File: src/rtl/img_fix_pkg.sv
// Shared fixed-point constants, helpers and types for the image-filter datapath.
package img_fix_pkg;

  localparam int unsigned PIX_W      = 8;
  localparam int unsigned PROD_W     = 16;
  localparam int unsigned KTAPS      = 9;
  localparam int unsigned COEF_SHIFT = 6;

  typedef enum logic [1:0] {
    OP_HOLD,
    OP_START,
    OP_ADD,
    OP_FINAL
  } acc_op_e;

  function automatic int unsigned clog2(input int unsigned v);
    int unsigned r;
    r = 0;
    for (int unsigned i = 0; i < 32; i++) begin
      if ((64'd1 << i) < 64'(v)) r = i + 1;
    end
    return r;
  endfunction

  // Clamp a signed value into the unsigned range [0, 2^width - 1].
  function automatic logic [31:0] sat_u(input logic signed [63:0] value,
                                        input int unsigned width);
    logic signed [63:0] maxv;
    maxv = (64'sd1 <<< width) - 64'sd1;
    if (value < 0) return '0;
    if (value > maxv) return 32'(maxv);
    return 32'(value);
  endfunction

endpackage

File: src/rtl/kernel_acc_round_sat.sv
// Combinational round-half-up, arithmetic right shift and unsigned saturation.
module round_sat
  import img_fix_pkg::*;
#(
  parameter int unsigned ACC_W = 20,
  parameter int unsigned SHIFT = COEF_SHIFT,
  parameter int unsigned OUT_W = PIX_W
) (
  input  logic signed [ACC_W-1:0] sum,
  output logic        [OUT_W-1:0] pix
);

  // One extra bit so the rounding constant can never wrap the sum.
  localparam logic signed [ACC_W:0] HALF = (ACC_W + 1)'(1) << (SHIFT - 1);

  logic signed [ACC_W:0] biased;
  logic signed [ACC_W:0] shifted;
  logic signed [63:0]    r64;

  always_comb begin
    biased  = (ACC_W + 1)'(sum) + HALF;
    shifted = biased >>> SHIFT;
    r64     = 64'(shifted);
    pix     = OUT_W'(sat_u(r64, OUT_W));
  end

endmodule

File: src/rtl/kernel_acc.sv
// Accumulates TAPS signed products per pixel, then rounds, shifts and saturates
// into an unsigned pixel presented on a valid/ready output register.
module kernel_acc
  import img_fix_pkg::*;
#(
  parameter int unsigned IN_W  = PROD_W,
  parameter int unsigned TAPS  = KTAPS,
  parameter int unsigned ACC_W = 20,
  parameter int unsigned SHIFT = COEF_SHIFT,
  parameter int unsigned OUT_W = PIX_W
) (
  input  logic                   clk,
  input  logic                   rst,
  input  logic                   ce,
  input  logic                   in_valid,
  input  logic                   in_first,
  input  logic signed [IN_W-1:0] in_data,
  output logic                   in_ready,
  output logic                   out_valid,
  input  logic                   out_ready,
  output logic       [OUT_W-1:0] out_pix,
  output logic                   sync_err
);

  localparam int unsigned        CNT_W = clog2(TAPS);
  localparam logic [CNT_W-1:0]   LAST  = CNT_W'(TAPS - 1);

  // With this width the sum of TAPS full-scale products can never wrap.
  if (ACC_W < IN_W + clog2(TAPS)) begin : g_acc_w_check
    $error("kernel_acc: ACC_W too narrow for IN_W and TAPS");
  end

  logic signed [ACC_W-1:0] acc_q, acc_d;
  logic        [CNT_W-1:0] tap_cnt, tap_d;
  logic                    valid_d, err_d;
  logic        [OUT_W-1:0] pix_d, pix_rnd;
  logic signed [ACC_W-1:0] data_x, sum;
  logic                    accept, drain;
  acc_op_e                 op;

  always_comb begin
    in_ready = ~out_valid | out_ready;
    accept   = ce & in_valid & in_ready;
    drain    = ce & out_valid & out_ready;
    data_x   = ACC_W'(in_data);
    sum      = acc_q + data_x;
  end

  round_sat #(
    .ACC_W(ACC_W),
    .SHIFT(SHIFT),
    .OUT_W(OUT_W)
  ) u_round_sat (
    .sum(sum),
    .pix(pix_rnd)
  );

  // in_first always restarts, even at the last tap position.
  always_comb begin
    op = OP_HOLD;
    if (accept) begin
      if (in_first)             op = OP_START;
      else if (tap_cnt == LAST) op = OP_FINAL;
      else                      op = OP_ADD;
    end
  end

  always_comb begin
    acc_d   = acc_q;
    tap_d   = tap_cnt;
    pix_d   = out_pix;
    err_d   = sync_err;
    valid_d = drain ? 1'b0 : out_valid;
    case (op)
      OP_START: begin
        acc_d = data_x;
        tap_d = CNT_W'(1);
        if (tap_cnt != '0) err_d = 1'b1;
      end
      OP_ADD: begin
        acc_d = sum;
        tap_d = tap_cnt + CNT_W'(1);
      end
      OP_FINAL: begin
        acc_d   = '0;
        tap_d   = '0;
        pix_d   = pix_rnd;
        valid_d = 1'b1;
      end
      default: ;
    endcase
  end

  always_ff @(posedge clk) begin
    if (rst) begin
      acc_q     <= '0;
      tap_cnt   <= '0;
      out_valid <= 1'b0;
      out_pix   <= '0;
      sync_err  <= 1'b0;
    end else if (ce) begin
      acc_q     <= acc_d;
      tap_cnt   <= tap_d;
      out_valid <= valid_d;
      out_pix   <= pix_d;
      sync_err  <= err_d;
    end
  end

endmodule

File: config.mk
export PLATFORM = sky130hd
export DESIGN_NAME = kernel_acc
export DESIGN_NICKNAME = d
export VERILOG_FILES = /design/src/rtl/img_fix_pkg.sv /design/src/rtl/kernel_acc_round_sat.sv /design/src/rtl/kernel_acc.sv
export SDC_FILE = /design/constraint.sdc
export NUM_CORES = 1
export LEC_CHECK = 0
export ABC_AREA = 1
export CORE_MARGIN = 3
export CORE_UTILIZATION = 50
export CTS_BUF_LIST = sky130_fd_sc_hd__clkbuf_16
export CTS_CLUSTER_DIAMETER = 150
export DETAILED_ROUTE_END_ITERATION = 7
export PLACE_DENSITY = 0.71
export SLEW_MARGIN = 20
export SYNTH_ARGS = -nofsm -noshare
export SYNTH_HDL_FRONTEND = slang
export SYNTH_SLANG_ARGS = --single-unit
File: constraint.sdc
create_clock -name clk -period 3.9 [get_ports clk]
set_input_delay 0.585 -clock clk [delete_from_list [all_inputs] [get_ports clk]]
set_output_delay 0.585 -clock clk [all_outputs]
set_load 0.05 [all_outputs]
=== Word level (Yosys, flattened, before mapping) ===
Cells that the tools add are included.

* Register bits after elaboration: 34
* Input port bits: 22
* Logic and storage cells: 41

* Add/subtract/negate cells: 3
* Order comparisons: 2
* Equal/unequal tests: 4
* Muxes and demuxes: 14
* Bitwise operators: 6
* Reduce and logical (&&, ||, !) cells: 7

{| class="wikitable"
|+ Operators by type and width
! kind !! number
|-
| case mux 20 bit (3 select lines) || 1
|-
| 2-to-1 mux 8 bit || 4
|-
| adder 20 x 7 -> 21 bit, second input constant || 1
|-
| adder 20 x 16 -> 20 bit || 1
|-
| > comparator 15 x 9 -> 1 bit, second input constant || 1
|-
| less-than comparator 15 x 1 -> 1 bit, second input constant || 1
|-
| case mux 4 bit (3 select lines) || 1
|-
| 2-to-1 mux 1 bit || 6
|-
| AND reduction 2 bit || 3
|-
| adder 4 x 1 -> 4 bit, second input constant || 1
|-
| bitwise AND 1 bit || 4
|-
| equality test 2 bit, second input constant || 2
|-
| equality test 4 bit, second input constant || 1
|-
| 2-to-1 mux 2 bit || 2
|-
| nonzero test 4 bit || 1
|-
| AND reduction 3 bit || 1
|-
| nonzero test 3 bit || 1
|-
| equality test 2 x 1 -> 1 bit, second input constant || 1
|-
| nonzero test 2 bit || 1
|-
| NOT 1 bit || 1
|-
| bitwise OR 1 bit || 1
|}

=== Logic depth before layout (Yosys ltp) ===
Gate-level depths: netlist of run 1.

* Depth after elaboration: 7
* Depth in mapped cells: 22
* Gate-level depth less buffers: 22

=== Cells and area by module ===
A second synthesis of run 1 with hierarchy kept.

* Cell total of the unflattened synthesis: 485
* Area, all modules: 3146.8 sq um

{| class="wikitable"
|+ By module, submodules not included
! module !! instances !! cells an instance !! area each (sq um) !! seq. area each (sq um)
|-
| kernel_acc || 1 || 400 || 2727.6 || 680.7
|-
| round_sat || 1 || 85 || 419.2 || 0.0
|}

=== Least setup slack after synthesis of run 1 ===
OpenSTA, ideal clock, no wires.

* Path type: input -> register
* From: input port in_data[0]
* To: register out_pix[2]
* Library setup time: 135 ps
* Arrival time: 2841 ps
* Setup slack: 924 ps
* Cell stages on the path: 21
* Path through: ha_1 > fa_1 > nand2_1 > nand2_1 > nand3_2 > nand3_1 > nand2_2 > ha_1 > nand3_4 > nor2_2 > nand2_1 > nor2_2 > nand3_1 > nand2_1 > nand2_1 > nor2_4 > nand2_4 > nand2_4 > nand2_1 > nand2_1 > a21oi_2

* Cells in the longest elaborated chain, start to end: 7

{| class="wikitable"
|+ RTL lines
! element !! RTL line !! text
|-
| start, declared || kernel_acc.sv:17 || <nowiki>input logic signed [IN_W-1:0] in_data,</nowiki>
|-
| adder 20 x 16 -> 20 bit * || kernel_acc.sv:46 || <nowiki>sum = acc_q + data_x;</nowiki>
|-
| adder 20 x 7 -> 21 bit * || kernel_acc_round_sat.sv:21 || <nowiki>biased = (ACC_W + 1)'(sum) + HALF;</nowiki>
|-
| > comparator 15 x 9 -> 1 bit || img_fix_pkg.sv:31 || <nowiki>if (value > maxv) return 32'(maxv);</nowiki>
|-
| 2-to-1 mux 1 bit (2 in series) || img_fix_pkg.sv:31 ||
|-
| 2-to-1 mux 8 bit || img_fix_pkg.sv:32 || <nowiki>return 32'(value);</nowiki>
|-
| 2-to-1 mux 8 bit * || img_fix_pkg.sv:31 ||
|-
| end signal, assigned || kernel_acc.sv:105 || <nowiki>out_pix <= pix_d;</nowiki>
|-
| end, declared || kernel_acc.sv:21 || <nowiki>output logic [OUT_W-1:0] out_pix,</nowiki>
|}

Mark *: on every way between the ends. The rest lies on a longest branch, timed or not. The select of a mux whose other input is x is not followed.
A chain may end at the register's enable or synchronous reset.

=== Final worst setup path of run 1 ===
* From: input port in_data[0]
* To: register out_pix[6]

The elaborated chain is that of the path after synthesis.

==> results.yml, run 1 <==
routing:
  drt-total-wl_mm: 8.74
  drc: 0
  routedWlPerCell_um: 13.6
  drt-pass1-iter-count: 5
  drt_iter0_drc: 158
  vias: 3468
  vias_per_cell: 5.39
  antenna_left: 0
global_route:
  antenna_found_initial: 0
  gr-usage-all-layers_pct: 24.1
  grt_max_degree: 23
  first_global_vias: 3164
  grt_overflow: 0
  grt_pass1_wl_mm: 14.7
worst_hold_path:
  holdCritStartpoint: "out_pix[7]$_SDFFE_PP0P_"
  hold_class: "flip-flop to flip-flop"
floorplanning:
  placementRows: 29
  io_pins: 33
  core_area_sq_um: 6420
  die_w_um: 87.8
  design.die.area_sq_um: 7700
  die_h_um: 87.8
  start_util_pct: 52.0
cts:
  cts_max_level: 2
  cts-hold-fix-buffers: 0
  cts_buffers: 5
  clock_latency_ns: 0.28
  clock_sinks: 34
  clk_pin_slew_ns: 0.05
  cts_resized: 0
  clockBufferDepth: 2
  cts_setup_buffers: 0
  cts_root_buffer: "clkbuf_16"
  cts_tree: "yes"
placement:
  place.gp.congestion: 0.937
  post-place-ws_ns: 0.256
  place_area_sq_um: 3750
  hpwl_mm: 6.98
  portBuffers: 32
yosys:
  async_reset_ff_share_pct: 0
  yosysSeqAreaShare_pct: 20.4
  syn_inst: 533
  synthTopCellsByArea: "nand2_1, dfxtp_1, ha_1, nand3_1, inv_1"
  yosysUniqueCellTypes: 36
  synth-main-ff-cell: "dfxtp_1"
  synth_largest_area_cell: "nand2_1"
  avgSynthCellArea_sq_um: 6.27
  synth_top_area_share_pct: 20.9
  syn_area_sq_um: 3340
  yosysWarnings: 0
  synth_nets: 578
  synth_enable_flop_cells: 0
  synth_seq_cells: 34
finish:
  fin_util_pct: 60.6
  nets: 612
  syn_to_final_growth_pct: 16.4
  drive_gt1_share_pct: 15.2
  n_antenna_cell: 0
  final_area_sq_um: 3890
power_and_ir_drop:
  vdd_drop_max_uv: 163
  power.leakage_uw: 0.00183
  p_per_area_nw_per_um2: 308
timing:
  fmax_mhz: 295
  slew_headroom_pct: 57.0
  fin_ws_ns: 0.506
  fin_skew_ns: 0.00733
  finalMaxSlewViolations: 0
  timing.final.crit_share_pct: 87.0
  period_needed_ns: 3.39
  tightest_slew_ns: 0.642
  finalSetupViolCount: 0
  rsz0062_at_grt: "no"
  final.setup.tns_ns: 0
  hold_viol_final: 0
worst_setup_path:
  arrival_ns: 3.55
  crit_start: "in_data[0]"
  critPathMaxFanout: 5
  cp.required_ns: 4.06
  critPathLaunchType: "input port"
  timing.rr.start: "acc_q[0]$_SDFFE_PP0P_"
  crit_type: "input port to flip-flop"
  endpoint_kind: "flip-flop"
outcome:
  status: "completed"
flow_run:
  max-cap-violations: 0
==> power breakdown <==
part           switching [uW]  internal (uW)
registers                10.2            364
logic                     291            153
clock network             149            230
total                     449            747
==> metrics by stage <==
stage	hold slack (ns)	power [uW]	std cells
3_5_place_dp	0.457	817	637
3_3_place_gp	0.454	813	637
4_1_cts	0.465	1200	644
5_1_grt	0.501	1270	644
2_1_floorplan	0.468	709	533
6_report	0.461	1200	644
==> cell usage after synthesis, types with 8 or more instances <==
cell        n
nand2_1   186
inv_1      59
nand3_1    45
dfxtp_1    34
a21oi_1    29
nand2_2    25
ha_1       22
nor2_1     19
a31oi_1    14
clkbuf_1    9
nor2_2      9
nor2_4      9
nand3_2     8
xor2_1      8
==> state kept, by name, indices dropped and copies added (netlist names) <==
name / cells
tap_cnt: 4
sync_err: 1
out_pix: 8
out_valid: 1
acc_q: 20
==> cell type report <==
class	count	area [sq um]
fill	632	2530
multi-input combinational	425	2380
sequential	34	681
timing repair buffer	36	350
inverter	65	244
clock buffer	5	125
tap	77	96.3
clock inverter	2	10.0
==> per-layer routing <==
| layer | up-vias | wire, um | GRT usage (%) |
|---|---|---|---|
| met3 | 7 | 326 | 3.01 |
| met5 | - | 0 | 0 |
| li1 | 1804 | - | - |
| met1 | 1577 | 4340 | 32.9 |
| met4 | 0 | 99 | 5.44 |
| met2 | 80 | 3980 | 40.4 |
==> placed cells by master (no fill, tap or decap), drive strengths merged, types with 5 or more instances in the layout <==
master	n
a21oi	37
a31oi	14
clkbuf	5
clkdlybuf4s50	32
dfxtp	34
ha	22
inv	65
nand2	214
nand3	54
nand4	9
nor2	37
nor3	5
o21ai	9
xor2	8
==> worst paths after layout <==
path / to / slack (ns) / cells after the start
setup / recovery: out_pix[6]$_SDFFE_PP0P_ / 0.51 / 20
hold / removal: out_pix[7]$_SDFFE_PP0P_ / 0.46 / 2
setup reg to reg: out_pix[6]$_SDFFE_PP0P_ / 0.97 / 19
hold reg to reg: out_pix[7]$_SDFFE_PP0P_ / 0.46 / 2
==> worst max-delay path, stage by stage <==
cell             delay (ns)
clkdlybuf4s50_1        0.43
ha_1                   0.27
fa_1                   0.43
nand2_1                0.12
nand2_1                0.11
nand3_2                0.09
nand3_1                0.08
nand2_2                0.11
ha_1                   0.23
nand3_4                0.12
nor3_4                 0.18
nand3_1                0.11
nand2_1                0.09
nand3_1                0.13
nor2_4                 0.16
nand2_4                0.07
nand2_4                0.07
nand2_1                0.05
nand2_1                0.07
a21oi_2                0.05
==> kinds of logic (layout without fill, tap and decap cells) <==
kind of cell	count (synthesis)	count (layout)	synth area share [%]
AO/OA/AOI/OAI	69	69	12.7
adder cells (fa/ha/maj)	23	23	8.84
XOR/XNOR	10	10	2.62
buffers and inverters	74	108	8.31
flip-flops	34	34	20.4
AND/OR/NAND/NOR	323	323	47.2
Note: power is estimated with default switching activity, not from simulation.
==> run 2, diff against run 1 <==
Settings changed: ABC_CLOCK_PERIOD_IN_PS set to 3900, CORE_UTILIZATION 50 to 30, PLACE_DENSITY 0.71 to not set.
==> run 2 against run 1 <==
Effect of this change: final cell count rose by 9.3%; clock power increased by 41%; sequential power barely moved; final area up 3.4%; register-to-register slack about the same; clock skew down 0.0023 ns; core utilization fell by 22 points; first-iteration DRC count grew 28%; flip-flop and latch count did not move; non-clock buffer count stayed put; highest routed layer unchanged.
==> results.yml, run 2 (synthesized netlist as in run 1, its figures left out) <==
power_and_ir_drop:
  p_per_area_nw_per_um2: 336
  vdd_drop_max_uv: 168
  clkPwrFrac_pct: 39.6
  p_seq_share_pct: 27.7
  switching_share_pct: 34.6
  power_frac_comb_pct: 32.7
  power.internal_uw: 884
  power.leakage_uw: 0.00185
  power_switching_uw: 467
cts:
  cts_tree: "yes"
  clk_pin_slew_ns: 0.06
  clock_sinks: 34
  clock_latency_ns: 0.29
  cts_buffers: 5
  clockBufferDepth: 2
  cts-hold-fix-buffers: 0
  cts_root_buffer: "clkbuf_16"
  cts_max_level: 2
  cts_resized: 0
  cts_setup_buffers: 0
worst_setup_path:
  crit_chain: "clkdlybuf4s50_1 -> ha_1 -> fa_1 -> nand2_1 -> nand2_1 -> nand3_2 -> nand3_1 -> nand2_2 -> ha_1 -> nand3_4 -> nor2_2 -> nand2_1 -> nor2_2 -> nand3_1 -> nand2_1 -> nand2_1 -> nor2_4 -> nand2_4 -> nand2_4 -> nand2_1 -> nand2_1 -> a21oi_2"
  critPathMaxStageDelay_ns: 0.43
  critPathLaunchType: "input port"
  cp.required_ns: 4.07
  critPathMaxFanout: 5
  crit_path_top_delay_cell: "clkdlybuf4s50_1"
  arrival_ns: 3.55
  crit_top_cell: "nand2_1"
  crit_type: "input port to flip-flop"
  reg2regPathDepth: 21
  r2r_slack_ns: 0.97
  endpoint_kind: "flip-flop"
floorplanning:
  design.die.area_sq_um: 12400
  die_w_um: 112
  start_util_pct: 31.7
  placementRows: 37
  io_pins: 33
  die_h_um: 112
  core_area_sq_um: 10600
global_route:
  grt_pass1_wl_mm: 15.7
  gr-usage-all-layers_pct: 15.1
  grt_overflow: 0
  grt_max_degree: 21
  antenna_found_initial: 0
  first_global_vias: 3396
timing:
  final.setup.tns_ns: 0
  hold_viol_final: 0
  fin_ws_ns: 0.518
  timing.final.crit_share_pct: 86.7
  slew_headroom_pct: 55.1
  period_needed_ns: 3.38
  fmax_mhz: 296
  tightest_slew_ns: 0.670
  fin_hold_ws_ns: 0.469
  rsz0062_at_grt: "no"
  finalSetupViolCount: 0
  fin_skew_ns: 0.00506
  finalMaxSlewViolations: 0
routing:
  drt_iter0_drc: 202
  antenna_left: 0
  drt-pass1-iter-count: 6
  drt-total-wl_mm: 9.20
  routedWlPerCell_um: 13.1
  drc: 0
  vias: 3472
  vias_per_cell: 4.93
placement:
  portBuffers: 32
  place_area_sq_um: 3830
  hpwl_mm: 7.47
  post-place-ws_ns: 0.234
  place.gp.congestion: 0.913
outcome:
  status: "completed"
finish:
  largest_register_ffs: 20
  n_fill_cell: 1136
  layout_commonest_cell: "nand2_1"
  nets: 612
  final_cell_mix: "nand2_1, inv_1, nand3_1"
  n_antenna_cell: 0
  largest-register: "acc_q"
  reg.largest.list: "acc_q: 20 flops, out_pix: 8 flops, tap_cnt: 4 flops"
  drive_gt1_share_pct: 15.3
  syn_to_final_growth_pct: 20.4
  final_area_sq_um: 4020
flow_run:
  max-cap-violations: 0
worst_hold_path:
  hold_class: "flip-flop to flip-flop"
  holdPathStages: 2
-- run 2: cell types whose count changed in the layout (fill, tap and decap cells not counted), sizes merged --
cell    previous run  this run
clkinv             2         1
bufinv             0         2
-- run 2: worst paths after layout --
path                        endpoint                     from
max          out_pix[6]$_SDFFE_PP0P_               in_data[0]
min          out_pix[0]$_SDFFE_PP0P_  out_pix[0]$_SDFFE_PP0P_
max reg2reg  out_pix[6]$_SDFFE_PP0P_    acc_q[0]$_SDFFE_PP0P_
min reg2reg  out_pix[0]$_SDFFE_PP0P_  out_pix[0]$_SDFFE_PP0P_
-- run 2: cell type report --
class	instances	area [sq um]	share of cell area (%)
multi-input cells	425	2380	59.3
flip-flops and latches	34	681	16.9
repair buffers	36	350	8.71
inverters	65	244	6.07
well taps	136	170	4.23
clock buffers	5	125	3.11
clock inverters	3	68.8	1.71
-- run 2: power groups by stage --
stage	clock, uW	sequential [uW]	combinational [uW]
after detailed placement	0	382	439
after global routing	564	376	494
after global placement	0	381	436
after floorplan	0	389	320
after CTS	551	374	442
final	535	374	441
-- run 2: layer usage --
layer	track usage [%]	share of wire, %	vias to the layer above
met3	2.17	3.3	9
met5	0	0	-
met4	4.14	1.1	0
met2	26.2	47	65
li1	-	-	1803
met1	19.5	49	1595
-- run 2: per-stage QoR --
step | power [uW] | util (%) | cells
3_3_place_gp | 817 | 36.3 | 696
4_1_cts | 1370 | 38.1 | 704
3_5_place_dp | 821 | 36.3 | 696
5_1_grt | 1430 | 38.1 | 704
2_1_floorplan | 709 | - | 533
6_report | 1350 | 38.1 | 704
-- run 2: worst max-delay path, delay by kind of cell --
kind | cells | cell delay (ns)
compound gates | 1 | 0.05
simple gates | 17 | 1.54
fa+ha+maj | 3 | 0.93
buf+inv | 1 | 0.43
